`src/rtl/matrix_pkg.sv`:
```
// Shared constants and helpers for the packed-matrix bus used by the matrix co-processor units.
// Elements are 8-bit signed values, laid out row-major from bit 0 of a 200-bit flat vector.
package matrix_pkg;

  localparam int ELEM_W    = 8;
  localparam int MAX_DIM   = 5;
  localparam int MAX_ELEMS = MAX_DIM * MAX_DIM;
  localparam int MAT_W     = MAX_ELEMS * ELEM_W;

  localparam logic [1:0] SIZE_2X2 = 2'b00;
  localparam logic [1:0] SIZE_3X3 = 2'b01;
  localparam logic [1:0] SIZE_4X4 = 2'b10;
  localparam logic [1:0] SIZE_5X5 = 2'b11;

  // Number of active elements (N*N) for a size code.
  function automatic logic [4:0] elem_count(input logic [1:0] size_code);
    logic [4:0] count;
    count = 5'd4;
    case (size_code)
      SIZE_2X2: count = 5'd4;
      SIZE_3X3: count = 5'd9;
      SIZE_4X4: count = 5'd16;
      SIZE_5X5: count = 5'd25;
      default:  count = 5'd4;
    endcase
    return count;
  endfunction

endpackage

```
`src/rtl/matrix_elem_add.sv`:
```
// One lane of the element-wise adder: wrapping 8-bit signed add with overflow detect.
// Both outputs are forced to zero when the lane lies outside the active matrix.
module matrix_elem_add
  import matrix_pkg::*;
(
  input  logic              active,
  input  logic [ELEM_W-1:0] a,
  input  logic [ELEM_W-1:0] b,
  output logic [ELEM_W-1:0] sum,
  output logic              ovf
);

  logic [ELEM_W-1:0] raw_sum;
  logic              raw_ovf;

  assign raw_sum = a + b;
  // Same-sign operands producing an opposite-sign result means the true sum left -128..127.
  assign raw_ovf = (a[ELEM_W-1] == b[ELEM_W-1]) && (raw_sum[ELEM_W-1] != a[ELEM_W-1]);

  assign sum = active ? raw_sum : '0;
  assign ovf = active & raw_ovf;

endmodule

```
`src/rtl/matrix_adder.sv`:
```
// Element-wise signed adder for 2x2..5x5 matrices on the packed-matrix bus.
// Operands are captured on start; sum, overflow and a done pulse appear one clock later.
module matrix_adder
  import matrix_pkg::*;
(
  input  logic             clk,
  input  logic             rst_n,
  input  logic             start,
  input  logic [MAT_W-1:0] matrix_A,
  input  logic [MAT_W-1:0] matrix_B,
  input  logic [1:0]       matrix_size,
  output logic [MAT_W-1:0] result_out,
  output logic             overflow,
  output logic             done
);

  logic [4:0]           active_count;
  logic [MAX_ELEMS-1:0] active_mask;
  logic [MAX_ELEMS-1:0] elem_ovf;
  logic [MAT_W-1:0]     result_next;
  logic                 overflow_next;

  logic [MAT_W-1:0]     result_reg;
  logic                 overflow_reg;
  logic                 done_reg;

  assign active_count = elem_count(matrix_size);

  generate
    for (genvar gi = 0; gi < MAX_ELEMS; gi++) begin : g_lane
      localparam logic [4:0] LANE_IDX = 5'(gi);

      assign active_mask[gi] = (LANE_IDX < active_count);

      matrix_elem_add u_elem_add (
        .active (active_mask[gi]),
        .a      (matrix_A[gi*ELEM_W +: ELEM_W]),
        .b      (matrix_B[gi*ELEM_W +: ELEM_W]),
        .sum    (result_next[gi*ELEM_W +: ELEM_W]),
        .ovf    (elem_ovf[gi])
      );
    end
  endgenerate

  // Lanes already gate their own ovf, so a plain reduction covers only active elements.
  assign overflow_next = |elem_ovf;

  always_ff @(posedge clk or negedge rst_n) begin
    if (!rst_n) begin
      result_reg   <= '0;
      overflow_reg <= 1'b0;
      done_reg     <= 1'b0;
    end else begin
      done_reg <= start;
      if (start) begin
        result_reg   <= result_next;
        overflow_reg <= overflow_next;
      end
    end
  end

  assign result_out = result_reg;
  assign overflow   = overflow_reg;
  assign done       = done_reg;

endmodule

```
`config.mk`:
```
export PLATFORM = sky130hd
export DESIGN_NAME = matrix_adder
export DESIGN_NICKNAME = d
export VERILOG_FILES = /design/src/rtl/matrix_pkg.sv /design/src/rtl/matrix_elem_add.sv /design/src/rtl/matrix_adder.sv
export SDC_FILE = /design/constraint.sdc
export NUM_CORES = 1
export LEC_CHECK = 0
export CAP_MARGIN = 5
export CORE_AREA = 2 2 238 240
export CTS_CLUSTER_SIZE = 8
export DETAILED_ROUTE_END_ITERATION = 10
export DIE_AREA = 0 0 240 242
export PLACE_DENSITY = 0.55
export SYNTH_ARGS = -nofsm -noshare
export SYNTH_HDL_FRONTEND = slang
export SYNTH_SLANG_ARGS = --single-unit
export TNS_END_PERCENT = 30
```
`constraint.sdc`:
```
create_clock -name clk -period 0.9 [get_ports clk]
set_input_delay 0.09 -clock clk [delete_from_list [all_inputs] [get_ports clk]]
set_output_delay 0.09 -clock clk [all_outputs]
set_load 0.05 [all_outputs]
```
# Yosys cells after proc, flatten, opt, wreduce, memory -nomap -nowiden

Cells that the tools add are included.

Bits in registers: 202
Logic and storage cells: 184

Add/sub/neg operators: 25
$lt $le $gt $ge: 25
Equality and inequality tests: 53
Mux-type cells: 26
Bitwise gates (word level): 25
Reduce and logical (&&, ||, !) cells: 27

Operators with widths:

| cell                                              | count |
|---|---|
| adder 8 bit                                       | 25 |
| 2-to-1 mux 8 bit                                  | 25 |
| < comparator 5 bit, first input constant          | 9 |
| < comparator 4 x 5 -> 1 bit, first input constant | 8 |
| bitwise AND 1 bit                                 | 25 |
| == test 1 bit                                     | 25 |
| logical AND 1 bit                                 | 25 |
| inequality test 1 bit                             | 25 |
| OR reduction 25 bit                               | 1 |
| < comparator 3 x 5 -> 1 bit, first input constant | 4 |
| case mux 5 bit (4 select lines)                   | 1 |
| < comparator 1 x 5 -> 1 bit, first input constant | 2 |
| < comparator 2 x 5 -> 1 bit, first input constant | 2 |
| == test 2 bit, second input constant              | 2 |
| == test 2 x 1 -> 1 bit, second input constant     | 1 |
| logical NOT 2 bit                                 | 1 |

# Logic depth before layout (Yosys ltp)

Gate-level depths: netlist (run 1).

Depth in word-level cells: 5
Depth in mapped cells: 10
Gate-level depth less buffers: 10

# Hierarchy

A second synthesis (run 1) with hierarchy kept.

Cells, all modules: 1712
Area, all modules: 16918.7 um^2

By module, submodules not included:

| module                                     | instances | cells each | area an instance (um^2) |
|---|---|---|---|
| matrix_elem_add (g_lane[0].u_elem_add ...) | 24        | 51         | 375.4 |
| matrix_adder                               | 1         | 438        | 7532.2 |
| matrix_elem_add (g_lane[19].u_elem_add)    | 1         | 50         | 377.9 |

# Least setup slack after synthesis (run 1)

No wires, ideal clock.

Path type: input port to flip-flop
From: input port matrix_A[124]
To: register overflow_reg, in the netlist overflow
Library setup time: 0.126 ns
Arrival: 2.041 ns
Data required time: 0.774 ns
Setup slack: -1.267 ns
Stages: 10
Path buffers: 0
Cell sequence: ha_1 nand3_1 o211ai_1 nor4_1 nor3_1 mux2i_1 o211ai_1 nor4_1 a32oi_1 o32a_1

Word-level cells in the longest chain between the ends: 5

RTL lines:

| what                  | RTL line              | source |
|---|---|---|
| start, declared       | matrix_adder.sv:9     | `input logic [MAT_W-1:0] matrix_A,` |
| adder 8 bit           | matrix_elem_add.sv:16 | `assign raw_sum = a + b;` |
| inequality test 1 bit | matrix_elem_add.sv:18 | `assign raw_ovf = (a[ELEM_W-1] == b[ELEM_W-1]) && (raw_sum[ELEM_W-1] != a[ELEM_W-1]);` |
| logical AND 1 bit     | matrix_elem_add.sv:18 |  |
| bitwise AND 1 bit     | matrix_elem_add.sv:21 | `assign ovf = active & raw_ovf;` |
| OR reduction 25 bit   | matrix_adder.sv:46    | `assign overflow_next = \|elem_ovf;` |
| end signal, assigned  | matrix_adder.sv:57    | `overflow_reg <= overflow_next;` |
| end, declared         | matrix_adder.sv:24    | `logic overflow_reg;` |

Every way passes these cells.
A chain may end at the register's enable or synchronous reset.

# Worst setup path in the final report (run 1)

From: input port matrix_A[177]
To: register overflow_reg, in the netlist overflow

The elaborated chain is that of the path after synthesis.

==> reports/qor.txt, run 1 <==
===========================================================================
Outcome                                                        finished with violations
Violated checks                                                hold timing, setup timing
CTS Sinks                                                               202
Total congestion overflow after global routing                            0
Cell family contributing the most delay on the critical path   compound AO/OA/AOI/OAI gates
Total CTS buffers                                                        29
Width of the die                                                     240 um
IO buf count                                                            606
Proportion of layout cells with a drive suffix above 1               51.21%
Most used flip-flop cell after synthesis                       sky130_fd_sc_hd__dfrtp_1
Post-route clock period utilization                                  214.9%
Flop and latch count out of synthesis                                   202
Estimated wirelength of the detail-placed design                   50280 um
Cell-by-cell listing of the critical path                      buf_8 > ha_4 > a21o_1 > a21oi_4 > a21oi_2 > or4_4 > o21ai_4 > mux2i_2 > nor4_2 > a41oi_4 > o32a_1
Crit. Startpoint                                               matrix_A[177]
Power Density                                                  1466 nW/um^2
Root Buffer                                                    sky130_fd_sc_hd__clkbuf_16
Total track usage                                                    21.67%
Count of vias placed by the detailed router                           15488
Number of global-route vias before repair                             17105
Pin count of the biggest net entering global routing                     50
Unrepaired setup endpoints after global routing                         yes
Relative slew slack                                                  69.97%
Data arrival time of the critical path                              2370 ps
Largest stage delay, worst path                                      430 ps
Most area-hungry cell type in the Yosys netlist                sky130_fd_sc_hd__dfrtp_1
# rows                                                                   87
H-tree lvl count                                                          1
Hold-fix buffer count after cts                                          29
Hold Worst Slack                                                  -33.25 ps
R2R Path Start                                                 result_out[29]$_DFFE_PN0P_
PnR Total Power                                                   0.04600 W
Top Ports                                                               607
Initial standard-cell utilization of the core                        25.56%
Area share of the largest cell type after synthesis                  35.49%
Synth Warn #                                                              0
Syn nets                                                               2113
Count of filler cells inserted in the layout                           4780
P&R area growth vs syn                                               120.3%
Routed length per instance                                         18.82 um
Number of flops mapped to enable cells by yosys                           0
Actual slew at the worst max-slew pin                              448.5 ps
Largest vdd supply drop                                             1350 uV
Final worst path period need                                        1934 ps
Final setup margin                                                 -1034 ps
Post-DR vias/cell                                                     4.538
Fraction of the yosys area taken by sequential cells                 35.49%
CP bufs+invs                                                              1
Required time reported for the critical path endpoint               1340 ps
Class of the tightest hold or removal check                     in -> async
Final-report setup violation count                                      292
Ranking of synthesized cells by area                           sky130_fd_sc_hd__dfrtp_1 35%, sky130_fd_sc_hd__ha_1 15%, sky130_fd_sc_hd__xnor2_1 6.8%, sky130_fd_sc_hd__o22ai_1 6.2%, sky130_fd_sc_hd__inv_1 5.3%
Max Cap Viol                                                              0
Clk pin slew, worst setup/hold paths                                  50 ps
Antenna violations before repair                                         15
Clock insertion delay at the later pin of the skew report            550 ps
Core outline area                                                55730 um^2
DR pass1 iterations                                                       4
DRT iter0 DRCs                                                          420
Final number of hold-violating endpoints                                  8
Unique cell type count in the Yosys netlist                              46
Global-route wire length before repair                             96770 um
Number of design rule violations left after detail routing                0
Max Transition Viols Final                                                0
Leading cell types by count after synthesis                    202 x sky130_fd_sc_hd__dfrtp_1, 201 x sky130_fd_sc_hd__inv_1, 175 x sky130_fd_sc_hd__ha_1
Worst Setup End Kind                                                   flop
Critical path fanouts, max                                                2
Max FFs per register                                                    200
Cell count after synthesis                                             1508
Total leakage power                                                14.36 nW
Buffer depth of the longest clock path                                    3
Routed WL                                                          64240 um
Global placer's final weighted congestion                            0.8917
Library cell with the highest instance count after synthesis   sky130_fd_sc_hd__dfrtp_1
Sort of element at the start of the critical path              primary input
Mean instance size in the synthesized netlist                    9.445 um^2
Max Clock Freq                                                    517.0 MHz
Startpoint-to-endpoint class of the critical path                 in -> reg
DIE AREA                                                         58080 um^2
CTS tree                                                                yes
Slowest-stage cell, CP                                         sky130_fd_sc_hd__or4_4
Die Height                                                           242 um
Netlist area before placement                                    14240 um^2
Ys async rst share                                                   100.0%
Post-place setup slack                                             -2213 ps
Final #Nets                                                            3250
Clk_skew                                                               0 ps
Final antenna-violating net count                                         0
===========================================================================
[layout by cell type (no fill, tap or decap), types with 37 or more instances in the layout]
master / n
sky130_fd_sc_hd__a21o_1: 66
sky130_fd_sc_hd__a21oi_2: 67
sky130_fd_sc_hd__buf_12: 219
sky130_fd_sc_hd__buf_2: 54
sky130_fd_sc_hd__buf_4: 445
sky130_fd_sc_hd__buf_6: 143
sky130_fd_sc_hd__clkdlybuf4s50_1: 125
sky130_fd_sc_hd__dfrtp_1: 197
sky130_fd_sc_hd__dlygate4sd2_1: 63
sky130_fd_sc_hd__ha_1: 49
sky130_fd_sc_hd__ha_4: 124
sky130_fd_sc_hd__inv_1: 198
sky130_fd_sc_hd__nand2_1: 82
sky130_fd_sc_hd__nor2_1: 37
sky130_fd_sc_hd__o22ai_1: 138
sky130_fd_sc_hd__xnor2_1: 64
sky130_fd_sc_hd__xnor2_2: 41
sky130_fd_sc_hd__xor2_1: 51
[where the power goes]
group	internal (W)	total [W]	leakage, nW	switching (W)
clock	0.00574	0.00992	0.369	0.00418
combinational	0.0130	0.0243	11.4	0.0113
sequential	0.0104	0.0118	2.59	0.00143
[final timing paths]
| kind | endpoint | slack [ps] | cells after the start |
|---|---|---|---|
| setup / recovery | overflow$_DFFE_PN0P_ | -1030 | 11 |
| hold / removal | result_out[115]$_DFFE_PN0P_ | -30 | 2 |
| setup reg to reg | result_out[29]$_DFFE_PN0P_ | -40 | 2 |
| hold reg to reg | result_out[187]$_DFFE_PN0P_ | 560 | 2 |
| max in group asynchronous | result_out[34]$_DFFE_PN0P_ | 320 | 3 |
| min in group clk | result_out[153]$_DFFE_PN0P_ | 0 | 4 |
[through the flow]
step	instance area (um^2)	hold WS [ps]	setup TNS [ps]	util, %	std cells
floorplan	15660	-205.6	-67110	-	1508
global placement	27900	-51.61	-185910	50.05	3245
detailed placement	27900	-52.78	-189090	50.05	3245
CTS	30890	-40.65	-97950	55.43	3399
global route	31370	-24.89	-98580	56.29	3410
finish	31380	-33.25	-85420	56.30	3413
[kinds of logic (layout without fill, tap and decap cells)]
kind of cell	after synthesis	after routing	synth area share, %
other	0	9	0
XOR/XNOR	164	164	10.08
buffers and inverters	250	1390	6.588
adder cells (fa/ha/maj)	200	200	18.89
multiplexers	43	43	3.259
AO/OA/AOI/OAI	408	408	17.73
AND/OR/NAND/NOR	241	241	7.967
flip-flops	202	202	35.49
[worst reg2reg max path, stage by stage, from the launching register on]
cell,delay (ps)
sky130_fd_sc_hd__dfrtp_1,420
sky130_fd_sc_hd__buf_4,150
sky130_fd_sc_hd__mux2_4,260
[per-layer routing]
layer  vias to the layer above  routed length, um  GRT usage, %  part of all wire (%)
li1                       7500                  -             -                     -
met1                      7406              23830         23.45                    37
met2                       419              32950         39.61                    51
met3                       149               4329         5.777                   6.7
met4                        14               3040         8.714                   4.7
met5                         -                 89             0                  0.14
[final cells by class]
type                    count  area (um^2)  area share, %
flip-flops and latches    202         5061          16.13
diodes                      9        22.52        0.07177
inverters                 207        778.2          2.480
well taps                 756        945.9          3.014
multi-input cells        1056        11290          35.98
clock buffers              34        754.5          2.404
repair buffers           1149        12530          39.92
[what timing repair did]
action                     in CTS  in global routing
setup endpoints to repair     391                339
hold endpoints to repair      232                  8
pin swaps                     440                231
setup buffers                 125                 39
resized for setup            1185                122
Note: power is estimated with default switching activity, not from simulation.
==> run 2, diff against run 1 <==
PLACE_DENSITY = unset   (was 0.55)
==> run 2 against run 1 <==
Net effect: the run still ends with hold timing, setup timing left; wire length rose by 1.1%; first-iteration DRC count fell by 20%; combinational power barely moved; non-clock buffer count rose by 25; register-to-register slack barely moved; count of clock-buffer cells in the layout rose by 2; worst hold slack got worse by 21 ps; largest power group unchanged.
==> reports/qor.txt, run 2 (same netlist as run 1, synthesis figures left out) <==
===========================================================================
Outcome                                                        finished with violations   unchanged
Violated checks                                                hold timing, setup timing   unchanged
CTS tree                                                                yes   unchanged
Power Density                                                  1483 nW/um^2   was 1466 nW/um^2
Clk pin slew, worst setup/hold paths                                  60 ps   was 50 ps
Final #Nets                                                            3276   was 3250
Data arrival time of the critical path                              2450 ps   was 2370 ps
Hold Crit Depth                                                           5
Top Ports                                                               607   unchanged
Class of the tightest hold or removal check                       in -> reg   was in -> async
Total leakage power                                                14.54 nW   was 14.36 nW
Finished Core Util                                                   56.82%   was 56.30%
Estimated wirelength of the detail-placed design                   50550 um   was 50280 um
Max Transition Viols Final                                                0   unchanged
CP bufs+invs                                                              1   unchanged
Hold-fix buffer count after cts                                          33   was 29
Number of global-route vias before repair                             17452   was 17105
Worst Setup End Kind                                                   flop   unchanged
Crit. Startpoint                                               matrix_B[123]   was matrix_A[177]
Logic depth of the worst path, buffers included                          11   unchanged
Post-route cell area                                             31670 um^2   was 31380 um^2
Critical path fanouts, max                                                3   was 2
Cells on worst reg2reg path                                               2   unchanged
Total congestion overflow after global routing                            0   unchanged
Max FFs per register                                                    200   unchanged
Total CTS buffers                                                        30   was 29
Global-route wire length before repair                             98010 um   was 96770 um
Total track usage                                                    21.73%   was 21.67%
PnR Total Power                                                   0.04696 W   was 0.04600 W
Number of design rule violations left after detail routing                0   unchanged
Most common cell after layout, fill and taps aside             sky130_fd_sc_hd__buf_4   unchanged
DR pass1 iterations                                                       4   unchanged
H-tree lvl count                                                          1   unchanged
Critical Path Most Common Cell                                 sky130_fd_sc_hd__o211ai_1
Clk_skew                                                               0 ps   unchanged
Storage element area                                              5057 um^2   was 5061 um^2
Required time reported for the critical path endpoint               1370 ps   was 1340 ps
Final antenna-violating net count                                         0   unchanged
Area of the multi-input gates                                    11330 um^2   was 11290 um^2
Max Cap Viol                                                              0   unchanged
P&R area growth vs syn                                               122.3%   was 120.3%
Most used cells in the layout excluding fill and tap cells     467 x sky130_fd_sc_hd__buf_4, 217 x sky130_fd_sc_hd__buf_12, 200 x sky130_fd_sc_hd__dfrtp_1, 195 x sky130_fd_sc_hd__inv_1, 148 x sky130_fd_sc_hd__buf_6   was 445 x sky130_fd_sc_hd__buf_4, 219 x sky130_fd_sc_hd__buf_12, 198 x sky130_fd_sc_hd__inv_1, 197 x sky130_fd_sc_hd__dfrtp_1, 143 x sky130_fd_sc_hd__buf_6
CTS Sinks                                                               202   unchanged
Final number of hold-violating endpoints                                  2   was 8
Max Clock Freq                                                    503.6 MHz   was 517.0 MHz
DRT iter0 DRCs                                                          334   was 420
Cell area reported after detailed placement                      27840 um^2   was 27900 um^2
Routed WL                                                          64960 um   was 64240 um
Global placer's final weighted congestion                            0.9331   was 0.8917
Antenna violations before repair                                         16   was 15
Buffer depth of the longest clock path                                    3   unchanged
Clock insertion delay at the later pin of the skew report            580 ps   was 550 ps
R2R Path Start                                                 result_out[23]$_DFFE_PN0P_   was result_out[29]$_DFFE_PN0P_
Count of filler cells inserted in the layout                           4641   was 4780
Cell-by-cell listing of the critical path                      buf_6 > ha_4 > nand3_2 > o211ai_1 > nor4_2 > nor3_2 > mux2i_2 > o211ai_1 > nor4_4 > a32oi_4 > o32a_1   was buf_8 > ha_4 > a21o_1 > a21oi_4 > a21oi_2 > or4_4 > o21ai_4 > mux2i_2 > nor4_2 > a41oi_4 > o32a_1
Actual slew at the worst max-slew pin                              447.1 ps   was 448.5 ps
Final total negative setup slack                                  -88460 ps   was -85420 ps
Hold Worst Slack                                                  -54.26 ps   was -33.25 ps
Relative slew slack                                                  70.19%   was 69.97%
Startpoint-to-endpoint class of the critical path                 in -> reg   unchanged
Post-route clock period utilization                                  220.6%   was 214.9%
Slowest-stage cell, CP                                         sky130_fd_sc_hd__mux2i_2   was sky130_fd_sc_hd__or4_4
Proportion of layout cells with a drive suffix above 1               52.19%   was 51.21%
Die Height                                                           242 um   unchanged
Post-DR vias/cell                                                     4.545   was 4.538
Pin count of the biggest net entering global routing                     53   was 50
DIE AREA                                                         58080 um^2   unchanged
Sort of element at the start of the critical path              primary input   unchanged
IO buf count                                                            606   unchanged
Final setup margin                                                 -1086 ps   was -1034 ps
# rows                                                                   87   unchanged
Unrepaired setup endpoints after global routing                         yes   unchanged
Largest stage delay, worst path                                      320 ps   was 430 ps
Largest vdd supply drop                                             1464 uV   was 1350 uV
Width of the die                                                     240 um   unchanged
Count of vias placed by the detailed router                           15657   was 15488
Root Buffer                                                    sky130_fd_sc_hd__clkbuf_16   unchanged
Initial standard-cell utilization of the core                        25.56%   unchanged
Final-report setup violation count                                      294   was 292
Final worst path period need                                        1986 ps   was 1934 ps
Routed length per instance                                         18.86 um   was 18.82 um
Hold_sp                                                        matrix_B[164]
Core outline area                                                55730 um^2   unchanged
Cell family contributing the most delay on the critical path   compound AO/OA/AOI/OAI gates   unchanged
===========================================================================
## run 2: layer usage
layer	wire, um	up-vias	track usage [%]
li1	-	7561	-
met1	23470	7450	22.93
met2	33670	485	39.70
met3	4819	153	6.381
met4	2940	8	9.335
met5	65	-	0
## run 2: report_power, final
group	internal [W]	total (W)	switching, W
registers	0.0103	0.0118	0.00143
logic	0.0131	0.0245	0.0113
clock network	0.00628	0.0107	0.00443
total	0.0298	0.0470	0.0172
## run 2: layout make-up
| type | count | share of cell area, % |
|---|---|---|
| inverters | 207 | 2.454 |
| clock inverters | 2 | 0.06717 |
| well taps | 756 | 2.987 |
| repair buffers | 1174 | 40.04 |
| multi-input cells | 1056 | 35.78 |
| flip-flops and latches | 202 | 15.97 |
| clock buffers | 36 | 2.600 |
| diodes | 12 | 0.09482 |
## run 2: what timing repair did
action / 4_1_cts / 5_1_grt
resized for setup: 1145 / 160
hold endpoints to repair: 240 / 2
endpoints found under the setup margin: 390 / 318
buffers inserted: 129 / 34
pin swaps: 393 / 217
## run 2: path summary, 6_finish.rpt
check | to | slack (ps)
setup / recovery | overflow$_DFFE_PN0P_ | -1090
max in group asynchronous | result_out[107]$_DFFE_PN0P_ | 320
hold reg to reg | result_out[105]$_DFFE_PN0P_ | 560
min in group asynchronous | result_out[108]$_DFFE_PN0P_ | 80
setup reg to reg | result_out[23]$_DFFE_PN0P_ | -50
hold / removal | result_out[165]$_DFFE_PN0P_ | -50
## run 2: tightest hold or removal path: stages
cell and delay [ps]:
sky130_fd_sc_hd__buf_6 80, sky130_fd_sc_hd__ha_4 110, sky130_fd_sc_hd__o21ai_1 70, sky130_fd_sc_hd__nand2_1 60
sky130_fd_sc_hd__o22ai_1 60
## run 2: per-stage QoR
| stage | hold WS [ps] | std cells | setup slack (ps) |
|---|---|---|---|
| after floorplan | -205.6 | 1508 | -1159 |
| after global placement | -82.52 | 3241 | -2301 |
| after detailed placement | -82.69 | 3241 | -2329 |
| after CTS | -76.83 | 3417 | -1099 |
| after global routing | -63.03 | 3443 | -1208 |
| final | -54.26 | 3445 | -1086 |
==> run 3, diff against run 2 <==
clock period = 2.2 ns   (was 0.9 ns; I/O delays follow)
==> run 3 against run 2 <==
Net effect: the flow now finishes without violations; largest power group unchanged; setup slack improved by 1100 ps; critical path type unchanged; cell area decreased by 17%; cell count decreased by 4.9%; critical path depth unchanged; worst hold slack improved by 100 ps; sequential cell count unchanged; count of clock-buffer cells in the layout decreased by 2.
==> reports/qor.txt, run 3 (same netlist as run 1, synthesis figures left out) <==
=========================================================================
Outcome                                                      finished clean   was finished with violations
Final #Nets                                                          3113   was 3276
Post-DR vias/cell                                                   4.535   was 4.545
Die Height                                                         242 um   unchanged
Clk_skew                                                             0 ps   unchanged
# rows                                                                 87   unchanged
Proportion of layout cells with a drive suffix above 1             25.85%   was 52.19%
Most used cells in the layout excluding fill and tap cells   492 x sky130_fd_sc_hd__clkdlybuf4s50_1, 393 x sky130_fd_sc_hd__buf_4, 202 x sky130_fd_sc_hd__dfrtp_1, 201 x sky130_fd_sc_hd__inv_1, 142 x sky130_fd_sc_hd__o22ai_1   was 467 x sky130_fd_sc_hd__buf_4, 217 x sky130_fd_sc_hd__buf_12, 200 x sky130_fd_sc_hd__dfrtp_1, 195 x sky130_fd_sc_hd__inv_1, 148 x sky130_fd_sc_hd__buf_6
Final setup margin                                               38.30 ps   was -1086 ps
Clock insertion delay at the later pin of the skew report          550 ps   was 580 ps
Routed WL                                                        58960 um   was 64960 um
DIE AREA                                                       58080 um^2   unchanged
R2r setup slk                                                     1420 ps   was -50 ps
Count of non-filler cells in the finished layout                     3276   was 3445
CTS Sinks                                                             202   unchanged
Root Buffer                                                  sky130_fd_sc_hd__clkbuf_16   unchanged
Total CTS buffers                                                      29   was 30
Sink of the worst hold path                                  result_out[8]$_DFFE_PN0P_   was result_out[165]$_DFFE_PN0P_
Cell Count Post-Placement                                            3188   was 3241
Final number of hold-violating endpoints                                0   was 2
Hold Crit Depth                                                         3   was 5
Max Cap Viol                                                            0   unchanged
Initial standard-cell utilization of the core                      25.56%   unchanged
Actual slew at the worst max-slew pin                            667.4 ps   was 447.1 ps
Sort of element at the start of the critical path            primary input   unchanged
Width of the die                                                   240 um   unchanged
Hold Worst Slack                                                 49.91 ps   was -54.26 ps
IO buf count                                                          606   unchanged
Unrepaired setup endpoints after global routing                       yes   unchanged
Most common cell after layout, fill and taps aside           sky130_fd_sc_hd__clkdlybuf4s50_1   was sky130_fd_sc_hd__buf_4
H-tree lvl count                                                        1   unchanged
Required time reported for the critical path endpoint             2630 ps   was 1370 ps
Critical Path Most Common Cell                               sky130_fd_sc_hd__a21oi_2   was sky130_fd_sc_hd__o211ai_1
Max Clock Freq                                                  462.6 MHz
Buffer depth of the longest clock path                                  3   unchanged
Final total negative setup slack                                     0 ps   was -88460 ps
Final-report setup violation count                                      0   was 294
Count of filler cells inserted in the layout                         5198   was 4641
Max Transition Viols Final                                              0   unchanged
Number of global-route vias before repair                           15494   was 17452
Worst Setup End Kind                                                 flop   unchanged
Relative slew slack                                                55.37%   was 70.19%
Total leakage power                                              12.65 nW   was 14.54 nW
Cell-by-cell listing of the critical path                    clkdlybuf4s50_1 > ha_1 > o21a_1 > a21oi_2 > o21bai_1 > a21oi_2 > buf_4 > and3_4 > nor4_4 > a32oi_2 > o32a_1   was buf_6 > ha_4 > nand3_2 > o211ai_1 > nor4_2 > nor3_2 > mux2i_2 > o211ai_1 > nor4_4 > a32oi_4 > o32a_1
Global placer's final weighted congestion                          0.8862   was 0.9331
CTS tree                                                              yes   unchanged
Global-route wire length before repair                           85840 um   was 98010 um
Total track usage                                                  19.02%   was 21.73%
Data arrival time of the critical path                            2590 ps   was 2450 ps
Max FFs per register                                                  200   unchanged
Power Density                                                619.2 nW/um^2   was 1483 nW/um^2
Total congestion overflow after global routing                          0   unchanged
Largest stage delay, worst path                                    440 ps   was 320 ps
DR pass1 iterations                                                     6   was 4
Endpoint of the worst register-to-register path              result_out[29]$_DFFE_PN0P_   was result_out[23]$_DFFE_PN0P_
Hold_sp                                                       matrix_A[8]   was matrix_B[164]
Estimated wirelength of the detail-placed design                 46460 um   was 50550 um
Count of vias placed by the detailed router                         14856   was 15657
DRT iter0 DRCs                                                        428   was 334
Clk pin slew, worst setup/hold paths                                50 ps   was 60 ps
Top Ports                                                             607   unchanged
Class of the tightest hold or removal check                     in -> reg   unchanged
Antenna violations before repair                                       15   was 16
R2R Path Start                                               result_out[29]$_DFFE_PN0P_   was result_out[23]$_DFFE_PN0P_
Pin count of the biggest net entering global routing                   65   was 53
Final antenna-violating net count                                       0   unchanged
Final worst path period need                                      2162 ps
Post-place setup slack                                           -1187 ps   was -2329 ps
Number of design rule violations left after detail routing              0   unchanged
Startpoint-to-endpoint class of the critical path               in -> reg   unchanged
Routed length per instance                                       18.00 um   was 18.86 um
Cells on worst reg2reg path                                             1   was 2
Core outline area                                              55730 um^2   unchanged
Critical path fanouts, max                                              2   was 3
Post-route clock period utilization                                98.26%
Largest vdd supply drop                                          506.2 uV   was 1464 uV
P&R area growth vs syn                                             85.46%   was 122.3%
Slowest-stage cell, CP                                       sky130_fd_sc_hd__clkdlybuf4s50_1   was sky130_fd_sc_hd__mux2i_2
=========================================================================
## run 3: power breakdown
part,internal [W],switching (W)
registers,0.00423,0.000291
logic,0.00359,0.00424
clock network,0.00234,0.00166
total,0.0102,0.00619
## run 3: critical path: cells and delay by family
kind | cells | cell delay [ps]
fa+ha+maj | 1 | 320
buf+inv | 2 | 590
compound gates | 6 | 1040
simple gates | 2 | 410
## run 3: metrics by stage
step,total power (W),instance area [um^2],utilization [%]
after detailed placement,0.01197,24010,43.08
final,0.01636,26420,47.40
after floorplan,0.008491,14300,-
after CTS,0.01613,24940,44.74
after global placement,0.01187,24010,43.08
after global routing,0.01724,26410,47.39
## run 3: worst max-delay path by stage
stage	endpoint	slack, ps	cells after the start	start
6_report	overflow$_DFFE_PN0P_	40	11	matrix_B[92]
5_1_grt	overflow$_DFFE_PN0P_	-110	12	matrix_A[88]
4_1_cts	overflow$_DFFE_PN0P_	-230	11	matrix_B[25]
3_5_place_dp	overflow$_DFFE_PN0P_	-1190	12	matrix_A[41]
3_3_place_gp	overflow$_DFFE_PN0P_	-1160	12	matrix_A[41]
2_1_floorplan	overflow$_DFFE_PN0P_	9	10	matrix_A[25]
## run 3: repair_timing
item / CTS / global route
endpoints found under the setup margin: 1 / 1
hold buffers: 1 / 0
hold endpoints to repair: 56 / 0
setup buffers: 3 / 44
pin swaps: 27 / 147
resized for setup: 39 / 287
## run 3: layout make-up
| type | count | area [um^2] | area share, % |
|---|---|---|---|
| sequential | 202 | 5055 | 19.14 |
| inverter | 207 | 777.0 | 2.941 |
| antenna | 9 | 22.52 | 0.08526 |
| timing repair buffer | 1012 | 9499 | 35.96 |
| tap | 756 | 945.9 | 3.581 |
| multi-input combinational | 1056 | 9363 | 35.44 |
| clock buffer | 34 | 754.5 | 2.856 |
## run 3: metal layers
layer | track usage, % | up-vias | routed length (um)
met2 | 35.12 | 451 | 30430
li1 | - | 7228 | -
met5 | 0 | - | 59
met3 | 5.606 | 123 | 4668
met4 | 6.960 | 10 | 2109
met1 | 20.22 | 7044 | 21690
